--- config.mk ---
export PLATFORM = sky130hd
export DESIGN_NAME = pm_fetch_ctrl
export DESIGN_NICKNAME = d
export VERILOG_FILES = /design/src/rtl/pm_fetch_ctrl.sv
export SDC_FILE = /design/constraint.sdc
export NUM_CORES = 1
export LEC_CHECK = 0
export CAP_MARGIN = 20
export CORE_UTILIZATION = 41
export DETAILED_ROUTE_END_ITERATION = 10
export GPL_ROUTABILITY_DRIVEN = 0
export GPL_TIMING_DRIVEN = 0
export PLACE_DENSITY = 0.78
export SLEW_MARGIN = 20
export SYNTH_ARGS = -nofsm -noshare
export SYNTH_HDL_FRONTEND = slang
export SYNTH_SLANG_ARGS = --single-unit
--- constraint.sdc ---
create_clock -name clk -period 2.05 [get_ports clk]
set_input_delay 0.41 -clock clk [delete_from_list [all_inputs] [get_ports clk]]
set_output_delay 0.41 -clock clk [all_outputs]
set_load 0.02 [all_outputs]
--- src/rtl/pm_fetch_ctrl.sv ---
// Instruction-fetch sequencer: owns the PC, reads program memory combinationally
// and hands registered instruction words to decode over a valid/ready handshake.
module pm_fetch_ctrl #(
   parameter int                 ADDR_W   = 5,
   parameter int                 DATA_W   = 6,
   parameter logic [ADDR_W-1:0]  RESET_PC = ADDR_W'(0),
   parameter logic [ADDR_W-1:0]  END_ADR  = ADDR_W'(31)
) (
   input  logic              clk,
   input  logic              rst_n,
   output logic [ADDR_W-1:0] pm_adr,
   input  logic [DATA_W-1:0] pm_data,
   output logic [DATA_W-1:0] instr,
   output logic [ADDR_W-1:0] instr_pc,
   output logic              instr_valid,
   input  logic              instr_ready,
   input  logic              jmp_en,
   input  logic [ADDR_W-1:0] jmp_adr,
   input  logic              run,
   input  logic              halt_req,
   output logic              halted
);

   typedef enum logic {ST_STOP, ST_RUN} state_t;

   state_t            state, state_nxt;
   logic [ADDR_W-1:0] pc, pc_nxt;
   logic [DATA_W-1:0] instr_nxt;
   logic [ADDR_W-1:0] instr_pc_nxt;
   logic              instr_valid_nxt;
   logic              fetch;

   assign pm_adr = pc;
   assign halted = (state == ST_STOP) && !instr_valid;

   // The output register may refill on the same edge it is consumed.
   assign fetch = (state == ST_RUN) && (!instr_valid || instr_ready);

   always_comb begin
      // NOTE: every signal gets a default first so no path leaves it unassigned (no latch).
      state_nxt       = state;
      pc_nxt          = pc;
      instr_nxt       = instr;
      instr_pc_nxt    = instr_pc;
      instr_valid_nxt = instr_valid;

      case (state)
         ST_STOP: if (run && !halt_req) state_nxt = ST_RUN;
         ST_RUN:  if (halt_req)         state_nxt = ST_STOP;
         default:                       state_nxt = ST_STOP;
      endcase

      // A redirect flushes the pending word and outranks fetch and consume.
      if (jmp_en) begin
         pc_nxt          = jmp_adr;
         instr_valid_nxt = 1'b0;
      end else if (fetch) begin
         instr_nxt       = pm_data;
         instr_pc_nxt    = pc;
         instr_valid_nxt = 1'b1;
         pc_nxt          = (pc == END_ADR) ? RESET_PC : pc + ADDR_W'(1);
      end else if (instr_valid && instr_ready) begin
         instr_valid_nxt = 1'b0;
      end
   end

   always_ff @(posedge clk) begin
      // NOTE: sequential state uses non-blocking assignments so all registers update together.
      if (!rst_n) begin
         state       <= ST_STOP;
         pc          <= RESET_PC;
         instr       <= '0;
         instr_pc    <= '0;
         instr_valid <= 1'b0;
      end else begin
         state       <= state_nxt;
         pc          <= pc_nxt;
         instr       <= instr_nxt;
         instr_pc    <= instr_pc_nxt;
         instr_valid <= instr_valid_nxt;
      end
   end

endmodule
==> flow_metrics.py <==
metrics = {
    "die": {
        "die_w_um": 46.9,
        "dieHeight_um": 46.9,
        "die-area_um2": 2200,
        "fp-row-count": 15,
        "core_um2": 1800,
        "start_util": 0.458,
        "io_pins": 35,
    },
    "cells_and_area": {
        "drive_gt1_frac": 0.0840,
        "synthToLayoutAreaGrowth_pct": 47.0,
        "fin_area_um2": 1210,
        "nFillCells": 159,
        "diodes": 0,
        "num-nets-final": 151,
        "utilization": 0.674,
    },
    "sta": {
        "rsz0062_at_grt": "no",
        "final_hold_viol_count": 0,
        "worst_slew_pin_slew_ns": 0.384,
        "final.setup_skew_ns": 0.00186,
        "post-route-min-period_ns": 1.83,
        "min_period_over_period": 0.891,
        "maxSlewHeadroom": 0.744,
        "tns_ns": 0,
        "timing.fmax_mhz": 548,
        "setup_viol": 0,
        "maxSlewViolCount": 0,
    },
    "route": {
        "wl_met3_um": 121,
        "wl_met2_um": 919,
        "first_pass_iters": 4,
        "finalWirelength_mm": 1.91,
        "ant_nets": 0,
        "routed_via_density": 5.03,
        "wl_met1_um": 850,
        "routed-via-count": 784,
        "top_layer": "met4",
        "routedWlPerCell_um": 12.3,
        "drc": 0,
        "drt-initial-drc-count": 18,
    },
    "worst_hold_path": {
        "holdPathStages": 2,
        "hold_path_end": "instr[4]",
        "hold_start": "instr[4]",
        "hold_path.class": "reg -> reg",
    },
    "clocking": {
        "post_cts_resized": 0,
        "cts.hold.buffers_added": 0,
        "numCtsBuffers": 3,
        "clock_latency_ns": 0.30,
        "cts_tree": "built",
        "h-tree-depth": 1,
        "postCtsSetupRepairBufs": 0,
        "clockBufferDepth": 2,
        "cts.sinks": 18,
        "cts-root-buf": "clkbuf_4",
        "clkTransAtPathRegs_ns": 0.11,
    },
    "logic_synthesis": {
        "synth_cell_types": 27,
        "yosys.area.top_type": "dfxtp_1",
        "postSynthAreaPerCell_um2": 8.69,
        "syn-instance-count": 95,
        "synth.area.top_cells": "dfxtp_1 44%, o21ai_0 11%, a21boi_0 8.2%",
        "ys_ff_latch": 18,
        "yosysWarnings": 0,
        "synthesis.nets": 114,
        "syn-cell-area_um2": 826,
        "synth_top_area_share": 0.436,
        "yosysSeqAreaShare": 0.436,
    },
    "setup_path": {
        "worst-endpoint-required_ns": 1.64,
        "crit_type": "reg -> out",
        "critPathLaunchType": "flop",
        "regToRegSetupSlack_ns": 0.45,
        "reg2regPathDepth": 5,
        "cp_max_fo": 6,
        "slowest_delay_ns": 0.61,
        "crit_chain": "nor2_1 -> clkdlybuf4s50_1",
        "crit_path_end_kind": "output pin",
        "r2r-end": "pm_adr[0]",
        "cp.arrival_ns": 1.42,
        "slowest_stage": "clkdlybuf4s50_1",
        "r2r_start": "pm_adr[0]",
    },
    "power": {
        "p_per_area_nw_per_um2": 600,
        "vdd_drop_max_uv": 311,
        "total_leakage_power_uw": 0.000451,
    },
    "run_status": {
        "status": "finished clean",
    },
    "global_route": {
        "antenna_found_initial": 0,
        "grt_pass1_vias": 649,
        "overflow": 0,
        "grt_max_degree": 11,
        "grt_pass1_wl_mm": 2.89,
        "grt_usage": 0.191,
    },
    "place": {
        "post-dp-hpwl_mm": 1.37,
        "numPortBuffers": 32,
        "placedInstanceArea_um2": 1180,
    },
    "run": {
        "cap_violations": 0,
    },
}
==> flip-flops by register name, summed over array words and instances, names as in the netlist <==
| name | flops |
|---|---|
| instr_pc | 5 |
| instr | 6 |
| pm_adr | 5 |
| state | 1 |
| instr_valid | 1 |
==> logic make-up after synthesis <==
| group | Yosys count | share of synthesized area |
|---|---|---|
| AOI/OAI and AO/OA | 37 | 0.271 |
| and+or+nand+nor | 26 | 0.167 |
| DFF | 18 | 0.436 |
| buffers and inverters | 9 | 0.0606 |
| muxes | 2 | 0.0242 |
| adders and majority gates | 2 | 0.0303 |
| xor gates and xnor gates | 1 | 0.0106 |
==> report_power, final <==
part | switching (uW) | internal [uW]
Clock | 117 | 108
Combinational | 56.2 | 68.9
Sequential | 15.0 | 363
Total | 188 | 540
==> worst max-delay path by stage <==
stage / startpoint / end / cells after the start
floorplan: pm_adr[0] / pm_adr[0] / 5
global placement: instr_ready / instr_pc[2] / 7
detailed placement: instr_ready / instr_pc[3] / 7
CTS: state / halted / 2
global route: state / halted / 2
finish: state / halted / 2
==> per-layer routing <==
metal / vias to the layer above / GRT usage
met2: 32 / 0.297
met3: 4 / 0.0346
met1: 345 / 0.258
met4: 0 / 0.0857
li1: 403 / -
met5: - / 0
==> cells in the mapped netlist <==
cell type,n
a211oi_1,1
a21boi_0,9
a21boi_1,2
a21oi_1,4
a31oi_1,1
and3_1,1
buf_2,1
buf_4,2
buf_6,1
clkbuf_1,3
dfxtp_1,18
ha_1,2
inv_1,2
mux2i_1,2
nand2_1,15
nand2b_4,1
nand3_1,2
nor2_1,2
nor2b_4,1
nor3_2,1
nor3b_1,1
nor4_1,1
o211a_1,1
o21a_1,1
o21ai_0,18
or3_1,1
xor2_1,1
==> stage by stage <==
step	hold slack, ns	setup WS (ns)	power, uW	std cells
after floorplan	0.486	0.481	445	95
after detailed placement	0.465	0.242	510	152
after CTS	0.483	0.226	729	156
after global routing	0.514	0.146	757	156
after global placement	0.463	0.285	509	152
final	0.481	0.224	728	156
==> cell type report <==
| cell class | instances | area (um2) | share of cell area |
|---|---|---|---|
| clock buffer | 4 | 36.3 | 0.0299 |
| multi-input combinational | 68 | 415 | 0.342 |
| timing repair buffer | 32 | 320 | 0.264 |
| inverter | 2 | 7.51 | 0.00619 |
| tap | 25 | 31.3 | 0.0258 |
| sequential | 18 | 360 | 0.297 |
| buffer | 7 | 42.5 | 0.0351 |
==> critical path: cells and delay by family, from the launching register on <==
kind                   cells  cell delay (ns)
AND/OR/NAND/NOR            1             0.12
buffers and inverters      1             0.61
flip-flops                 1             0.40
==> layout by cell type (no fill, tap or decap), drive strengths merged, types with 2 or more instances in the layout <==
cell type | synthesis | routed
clkbuf | 3 | 7
a21oi | 4 | 4
nor2 | 2 | 2
nand2 | 15 | 15
clkdlybuf4s50 | 0 | 32
ha | 2 | 2
dfxtp | 18 | 18
mux2i | 2 | 2
buf | 4 | 4
nand3 | 2 | 2
a21boi | 11 | 11
o21ai | 18 | 18
inv | 2 | 2
Power figures use the tool's default switching activity.
